## src/rtl/dot_product_pkg.sv

```systemverilog
// ============================================================================
// dot_product_pkg : shared sizing helpers and pipeline sideband type
// Revision 1.0
// ============================================================================
`default_nettype none

package dot_product_pkg;

  typedef struct packed {
    logic valid;
    logic last;
    logic is_signed;
  } side_t;

  typedef struct packed {
    logic [63:0] max_v;
    logic [63:0] min_v;
  } bounds_t;

  function automatic int acc_size(input int in0, input int in1, input int lanes, input int ext);
    return in0 + in1 + $clog2(lanes) + ext;
  endfunction

  // Bounds are returned 64 bits wide; callers slice off their own width.
  function automatic bounds_t sat_bounds(input int width, input logic is_signed);
    bounds_t b;
    if (is_signed) begin
      b.max_v = (64'd1 << (width - 1)) - 64'd1;
      b.min_v = ~64'd0 << (width - 1);
    end else begin
      b.max_v = (64'd1 << width) - 64'd1;
      b.min_v = 64'd0;
    end
    return b;
  endfunction

endpackage

`default_nettype wire

```

## src/rtl/dot_product_tree.sv

```systemverilog
// ============================================================================
// dot_product_tree : balanced combinational adder tree over lane products
// Revision 1.0
// ============================================================================
`default_nettype none

module dot_product_tree
  import dot_product_pkg::*;
#(
  parameter int PROD_W  = 12,
  parameter int N_LANES = 8,
  localparam int LEVELS = $clog2(N_LANES),
  localparam int SUM_W  = PROD_W + LEVELS
) (
  input  logic [N_LANES*PROD_W-1:0] prod_i,
  input  logic                      is_signed_i,
  output logic [SUM_W-1:0]          sum_o
);

  for (genvar lv = 0; lv <= LEVELS; lv++) begin : g_lvl
    localparam int CNT = N_LANES >> lv;
    logic [SUM_W-1:0] node [CNT];

    if (lv == 0) begin : g_leaf
      for (genvar l = 0; l < CNT; l++) begin : g_ext
        assign node[l] = {{LEVELS{is_signed_i & prod_i[l*PROD_W+PROD_W-1]}},
                          prod_i[l*PROD_W +: PROD_W]};
      end
    end else begin : g_sum
      for (genvar n = 0; n < CNT; n++) begin : g_add
        assign node[n] = g_lvl[lv-1].node[2*n] + g_lvl[lv-1].node[2*n+1];
      end
    end
  end

  assign sum_o = g_lvl[LEVELS].node[0];

endmodule

`default_nettype wire

```

## src/rtl/dot_product_acc.sv

```systemverilog
// ============================================================================
// dot_product_acc : pipelined N-lane multiply-accumulate with frame output
// Revision 1.0
// ============================================================================
`default_nettype none

module dot_product_acc
  import dot_product_pkg::*;
#(
  parameter int IN_SIZE_0 = 4,
  parameter int IN_SIZE_1 = 8,
  parameter int N_LANES   = 8,
  parameter int ACC_EXT   = 8,
  parameter int SATURATE  = 1,
  localparam int ACC_SIZE = acc_size(IN_SIZE_0, IN_SIZE_1, N_LANES, ACC_EXT)
) (
  input  logic                           clk_i,
  input  logic                           rst_ni,
  input  logic                           valid_i,
  output logic                           ready_o,
  input  logic [N_LANES*IN_SIZE_0-1:0]   in_0_i,
  input  logic [N_LANES*IN_SIZE_1-1:0]   in_1_i,
  input  logic                           signed_i,
  input  logic                           last_i,
  output logic                           out_valid_o,
  input  logic                           out_ready_i,
  output logic [ACC_SIZE-1:0]            out_o,
  output logic                           ovf_o
);

  localparam int      PW = IN_SIZE_0 + IN_SIZE_1;
  localparam int      SW = PW + $clog2(N_LANES);
  localparam bounds_t BS = sat_bounds(ACC_SIZE, 1'b1);
  localparam bounds_t BU = sat_bounds(ACC_SIZE, 1'b0);

  logic                    en;
  logic [N_LANES*PW-1:0]   prod_d, prod_q;
  logic [SW-1:0]           sum_d, sum_q;
  side_t                   side1_q, side2_q;
  logic [ACC_SIZE-1:0]     acc_q, acc_next;
  logic                    frame_open_q, sticky_q, ovf_beat;
  logic                    out_valid_q, ovf_q;
  logic [ACC_SIZE-1:0]     out_q;
  logic [ACC_SIZE-1:0]     base;
  logic [ACC_SIZE:0]       sum_ext, base_ext, tot;

  assign en      = !out_valid_q || out_ready_i;
  assign ready_o = en;

  // Operands are extended to the full product width so a plain modular
  // multiply yields the correct signed or unsigned product.
  for (genvar l = 0; l < N_LANES; l++) begin : g_lane
    logic [PW-1:0] a_ext, b_ext;
    assign a_ext = {{IN_SIZE_1{signed_i & in_0_i[l*IN_SIZE_0+IN_SIZE_0-1]}},
                    in_0_i[l*IN_SIZE_0 +: IN_SIZE_0]};
    assign b_ext = {{IN_SIZE_0{signed_i & in_1_i[l*IN_SIZE_1+IN_SIZE_1-1]}},
                    in_1_i[l*IN_SIZE_1 +: IN_SIZE_1]};
    assign prod_d[l*PW +: PW] = a_ext * b_ext;
  end

  dot_product_tree #(
    .PROD_W  (PW),
    .N_LANES (N_LANES)
  ) u_tree (
    .prod_i      (prod_q),
    .is_signed_i (side1_q.is_signed),
    .sum_o       (sum_d)
  );

  always_ff @(posedge clk_i or negedge rst_ni) begin
    if (!rst_ni) begin
      side1_q <= '0;
      side2_q <= '0;
      prod_q  <= '0;
      sum_q   <= '0;
    end else if (en) begin
      side1_q <= side_t'{valid_i, valid_i & last_i, signed_i};
      prod_q  <= prod_d;
      side2_q <= side1_q;
      sum_q   <= sum_d;
    end
  end

  // One extra bit above the accumulator exposes carry / sign overflow.
  always_comb begin
    base     = frame_open_q ? acc_q : '0;
    sum_ext  = {{(ACC_SIZE+1-SW){side2_q.is_signed & sum_q[SW-1]}}, sum_q};
    base_ext = {side2_q.is_signed & base[ACC_SIZE-1], base};
    tot      = base_ext + sum_ext;
    ovf_beat = side2_q.is_signed ? (tot[ACC_SIZE] ^ tot[ACC_SIZE-1]) : tot[ACC_SIZE];
    acc_next = tot[ACC_SIZE-1:0];
    if (ovf_beat && (SATURATE != 0)) begin
      if (side2_q.is_signed)
        acc_next = tot[ACC_SIZE] ? BS.min_v[ACC_SIZE-1:0] : BS.max_v[ACC_SIZE-1:0];
      else
        acc_next = BU.max_v[ACC_SIZE-1:0];
    end
  end

  always_ff @(posedge clk_i or negedge rst_ni) begin
    if (!rst_ni) begin
      acc_q        <= '0;
      frame_open_q <= 1'b0;
      sticky_q     <= 1'b0;
      out_valid_q  <= 1'b0;
      out_q        <= '0;
      ovf_q        <= 1'b0;
    end else if (en) begin
      out_valid_q <= side2_q.valid & side2_q.last;
      if (side2_q.valid) begin
        acc_q        <= side2_q.last ? '0 : acc_next;
        frame_open_q <= !side2_q.last;
        sticky_q     <= !side2_q.last & (sticky_q | ovf_beat);
        if (side2_q.last) begin
          out_q <= acc_next;
          ovf_q <= sticky_q | ovf_beat;
        end
      end
    end
  end

  assign out_valid_o = out_valid_q;
  assign out_o       = out_q;
  assign ovf_o       = ovf_q;

endmodule

`default_nettype wire

```

## config.mk

```make
export PLATFORM = sky130hd
export DESIGN_NAME = dot_product_acc
export DESIGN_NICKNAME = d
export VERILOG_FILES = /design/src/rtl/dot_product_pkg.sv /design/src/rtl/dot_product_tree.sv /design/src/rtl/dot_product_acc.sv
export SDC_FILE = /design/constraint.sdc
export NUM_CORES = 1
export LEC_CHECK = 0
export ABC_AREA = 1
export CORE_MARGIN = 3
export CORE_UTILIZATION = 40
export CTS_BUF_LIST = sky130_fd_sc_hd__clkbuf_16
export CTS_CLUSTER_DIAMETER = 60
export DETAILED_ROUTE_END_ITERATION = 7
export HOLD_SLACK_MARGIN = 0.1
export MAX_ROUTING_LAYER = met4
export PLACE_DENSITY = 0.64
export SLEW_MARGIN = 20
export SYNTH_ARGS = -nofsm -noshare
export SYNTH_HDL_FRONTEND = slang
export SYNTH_SLANG_ARGS = --single-unit
export TNS_END_PERCENT = 10
```

## constraint.sdc

```tcl
create_clock -name clk_i -period 9.35 [get_ports clk_i]
set_input_delay 1.87 -clock clk_i [delete_from_list [all_inputs] [get_ports clk_i]]
set_output_delay 1.87 -clock clk_i [all_outputs]
set_load 0.02 [all_outputs]
```

* Word-level counts from Yosys, hierarchy flattened
Index checks and enable logic that the tools add are counted.
Cells by class: add/subtract/negate cells 8, multiply operators 8, multiplexer cells 6, bitwise logic cells 31, reduce and logical (&&, ||, !) cells 5
Operator list (number):
- 2-to-1 mux 23 bit | 5
- multiplier 5 x 9 -> 12 bit | 8
- adder 13 x 13 -> 14 bit | 4
- adder 15 bit | 3
- AND 1 bit | 29
- adder 24 bit | 1
- AND reduction 3 bit | 1
- zero test 1 bit | 2
- AND reduction 2 bit | 1
- logical OR 1 bit | 1
- 2-to-1 mux 1 bit | 1
- OR 1 bit | 1
- bitwise XOR 1 bit | 1
Storage, ports and cells: register bits after elaboration 167, input bits 102, output and inout port bits 26, logic and storage cells 72

* Logic depth before layout (Yosys ltp)
depth after elaboration 7, depth in mapped cells 25, mapped depth without buffers 25

* By module
Synthesis repeated with hierarchy kept, for this count alone.
Unflattened totals: cell total of the unflattened synthesis 3080, area total of the unflattened synthesis 22577.9 µm²
By module, submodules not included:
- dot_product_acc | instances 1, cells an instance 2679, area each 19561.3 µm², seq. area each 4179.0 µm²
- dot_product_tree | instances 1, cells an instance 401, area each 3016.6 µm², seq. area each 0.0 µm²

* Worst setup path before layout
Ideal clock, no wire load.
path type input to register, start point input port in_0_i[15], end point register prod_q[45], setup time 83 ps, arrival 5407 ps, required time 9267 ps, setup slack 3860 ps, stages 16, path buffers 1, cells stage by stage buf_2 nand2_1 or2_2 fa_1 fa_1 fa_1 fa_1 or2_2 nand2_1 nand2_1 nand2_1 a21oi_1 nor2_1 nor2_1 xor2_1 o21ai_0
Between the ends: longest elaborated chain between the ends 2
RTL lines:
- from (decl) | line dot_product_acc.sv:21 | input logic [N_LANES*IN_SIZE_0-1:0] in_0_i,
- AND 1 bit | line dot_product_acc.sv:54 | assign a_ext = {{IN_SIZE_1{signed_i & in_0_i[l*IN_SIZE_0+IN_SIZE_0-1]}},
- multiplier 5 x 9 -> 12 bit (*) | line dot_product_acc.sv:58 | assign prod_d[l*PW +: PW] = a_ext * b_ext;
- to (signal assigned) | line dot_product_acc.sv:78 | prod_q <= prod_d;
- to (decl) | line dot_product_acc.sv:37 | logic [N_LANES*PW-1:0] prod_d, prod_q;
Mark *: on every way between the ends. The rest lies on a longest branch, timed or not. A chain may end at the register's enable or synchronous reset.

* Final worst setup path
Same ends and word-level chain as after synthesis.

==> results.py <==
metrics = {
    "run_status": {
        "status": "complete, no violations",
    },
    "floorplanning": {
        "dieArea_um2": 59500,
        "coreArea_um2": 55500,
        "initial_core_util_pct": 40.8,
        "io_pins": 128,
        "die_h_um": 244,
        "rows": 86,
        "die_x_um": 244,
    },
    "yosys": {
        "synthXorXnorAreaFrac_pct": 5.30,
        "synth-simple-area-share_pct": 23.4,
        "muxShareOfSynthArea_pct": 0,
        "yosys_warnings": 0,
        "synth.most_common_cell": "nand2_1",
        "synth-main-ff-cell": "dfrtp_1",
        "synth_edf_count": 0,
        "syn_inst": 2985,
        "netlist_top_cells_count": "nand2_1 (847), inv_1 (577), ha_1 (249)",
        "yosysTopAreaCellShare_pct": 19.9,
        "avgSynthCellArea_um2": 7.59,
        "synth_top_family_by_area": "adder cells",
        "synth_compound_area_share_pct": 7.80,
        "ys_seq_area_share_pct": 18.4,
        "syn_area_um2": 22700,
        "yosys-top-cells-area": "fa_1 (20%), dfrtp_1 (18%), nand2_1 (14%)",
        "synthArstFlopShare_pct": 100,
        "ys_ff_latch": 167,
        "synth_cell_types": 50,
        "synth_nets": 3561,
        "synthAdderAreaFrac_pct": 33.6,
        "yosysTopAreaCell": "fa_1",
    },
    "route": {
        "drc": 0,
        "ant_nets": 0,
        "wire_per_inst_um": 13.3,
        "wl_mm": 50.7,
        "drt_iter0_markers": 832,
        "viasPerCell": 4.78,
        "dr.pass1.iters": 7,
        "vias": 18300,
    },
    "worst_setup_path": {
        "max_stage_delay_ns": 0.67,
        "cp.arrival_ns": 6.19,
        "crit_family": "adder cells",
        "crit_type": "input port to flip-flop",
        "r2r.worst_path.cells": 22,
        "cp_cell_sequence": "clkdlybuf4s50_1, nand2_1, or2_2, fa_1, fa_1, fa_1, fa_1, or2_2, nand2_1, nand2_1, nand2_1, a21oi_1, nor2_1, nor2_1, xor2_1, o21ai_0",
        "crit_start": "in_0_i[15]",
        "critical-path-slowest-cell": "clkdlybuf4s50_1",
        "required_ns": 9.71,
        "end_kind": "flip-flop",
        "r2r-start": "prod_q[36]$_DFFE_PN0N_",
        "start_kind": "input port",
        "r2r_end": "sum_q[14]$_DFFE_PN0N_",
        "crit_path_max_fanout": 10,
        "crit_buf_inv": 1,
        "rrSetupSlack_ns": 4.78,
    },
    "final_layout": {
        "nets": 3635,
        "syn2layout_area_growth_pct": 10.7,
        "drive_above_1_share_pct": 5.28,
        "fillCellCount": 5778,
        "antenna_cells": 0,
    },
    "clocking": {
        "clock_latency_ns": 0.45,
        "cts_setup_buffers": 0,
        "htree_levels": 4,
        "cts_tree": "built",
        "cts_hold_buf": 0,
        "clock-sinks": 167,
        "clkTransAtPathRegs_ns": 0.06,
        "cts_resized": 0,
        "cts_root_buffer": "clkbuf_16",
        "numCtsBuffers": 17,
        "clock_path_buffers": 2,
    },
    "timing": {
        "rsz0062_at_grt": "no",
        "min_period_over_period_pct": 62.4,
        "fin_setup_tns_ns": 0,
        "max_freq_ghz": 0.171,
        "setup_viol": 0,
        "worstMarginPinSlew_ns": 0.907,
        "finalMaxSlewViolations": 0,
        "slew_headroom_pct": 39.5,
        "finClkSkew_ns": 0.0125,
        "fin_crit_ns": 5.84,
        "hold_violations": 0,
    },
    "global_routing": {
        "grt_pass1_wl_mm": 88.2,
        "grt_pass1_vias": 18300,
        "antenna_found_initial": 0,
        "grt_max_degree": 177,
        "grt_overflow_total": 0,
        "grt_usage_pct": 18.2,
    },
    "hold_path": {
        "whs_path_depth": 2,
        "hold_start": "out_o[16]$_DFFE_PN0P_",
        "hold_end": "out_o[16]$_DFFE_PN0P_",
        "hold_path_class": "flip-flop to flip-flop",
    },
    "job": {
        "maxCapViolations": 0,
    },
    "placement": {
        "hpwl_mm": 41.0,
        "gp_congestion": 0.917,
        "io_buffers": 127,
    },
}
[placed cells by master, fill, tap and decap left out, drive strengths merged, types with 3 or more instances in the layout]
cell type      instances
a21o                   7
a21oi                128
a22o                   4
a31oi                 14
buf                    9
clkbuf                17
clkdlybuf4s50        125
clkinv                 7
clkinvlp               4
dfrtp                167
fa                   225
ha                   249
inv                  587
nand2                863
nand3                130
nand3b                 9
nand4                 25
nor2                 118
nor3                  10
nor4                   3
o2111ai                3
o21ai                130
o21bai                13
o221ai                 7
o31ai                  6
or2                   60
xnor2                 64
xor2                  73
[kinds of logic after synthesis]
group / Yosys count
DFF: 167
and+or+nand+nor: 1223
buffers and inverters: 664
AOI/OAI and AO/OA: 320
adders and majority gates: 474
xor gates and xnor gates: 137
[worst register-to-register path, delay by kind of cell, from the launching register on]
family	cells	cell delay (ns)
xor+xnor	1	0.11
compound gates	10	1.72
flops	1	0.38
fa+ha+maj	5	1.76
buf+inv	3	0.17
simple gates	3	0.32
[worst max-delay path by stage]
stage                             end  slack (ns)  cells after the start
2_1_floorplan  prod_q[45]$_DFFE_PN0N_        3.86                     16
3_3_place_gp   prod_q[45]$_DFFE_PN0N_        3.14                     16
3_5_place_dp   prod_q[45]$_DFFE_PN0N_        3.04                     16
4_1_cts        prod_q[45]$_DFFE_PN0N_        3.51                     16
5_1_grt        prod_q[46]$_DFFE_PN0N_        3.25                     19
6_report       prod_q[45]$_DFFE_PN0N_        3.51                     16
[metal layers]
metal  up-vias  wire length [um]  GRT usage [%]  share of wire (%)
li1       9373                 -              -                  -
met3        31              1150           1.84                2.3
met2       195             25000           31.0                 49
met5         -                 0              -                  0
met4         0               371           2.62               0.73
met1      8668             24200           24.1                 48
[sequential cells by signal, indices dropped and copies added, names as in the netlist]
name          flops
out_valid_o       1
sticky_q          1
prod_q           96
frame_open_q      1
ovf_o             1
out_o            23
sum_q            15
acc_q            23
side1_q           3
side2_q           3
[stage by stage]
stage / cell area (um^2) / utilization (%) / std cells / hold slack, ns / setup slack (ns)
6_report: 25100 / 45.2 / 3819 / 0.477 / 3.51
2_1_floorplan: 22700 / - / 2985 / 0.449 / 3.86
3_5_place_dp: 24500 / 44.2 / 3788 / 0.465 / 3.04
4_1_cts: 25100 / 45.2 / 3819 / 0.482 / 3.51
5_1_grt: 25100 / 45.2 / 3819 / 0.501 / 3.25
3_3_place_gp: 24500 / 44.2 / 3788 / 0.463 / 3.14
[layout make-up]
cell class	count	area, um^2	area share [%]
multi-input combinational	2154	15900	63.3
inverter	585	2200	8.76
timing repair buffer	134	1330	5.31
sequential	167	4180	16.7
clock inverter	14	126	0.504
clock buffer	17	425	1.70
tap	748	936	3.73
Power is not shown: default switching activity piles up to over one toggle a cycle in this logic, so the estimate is an artifact.
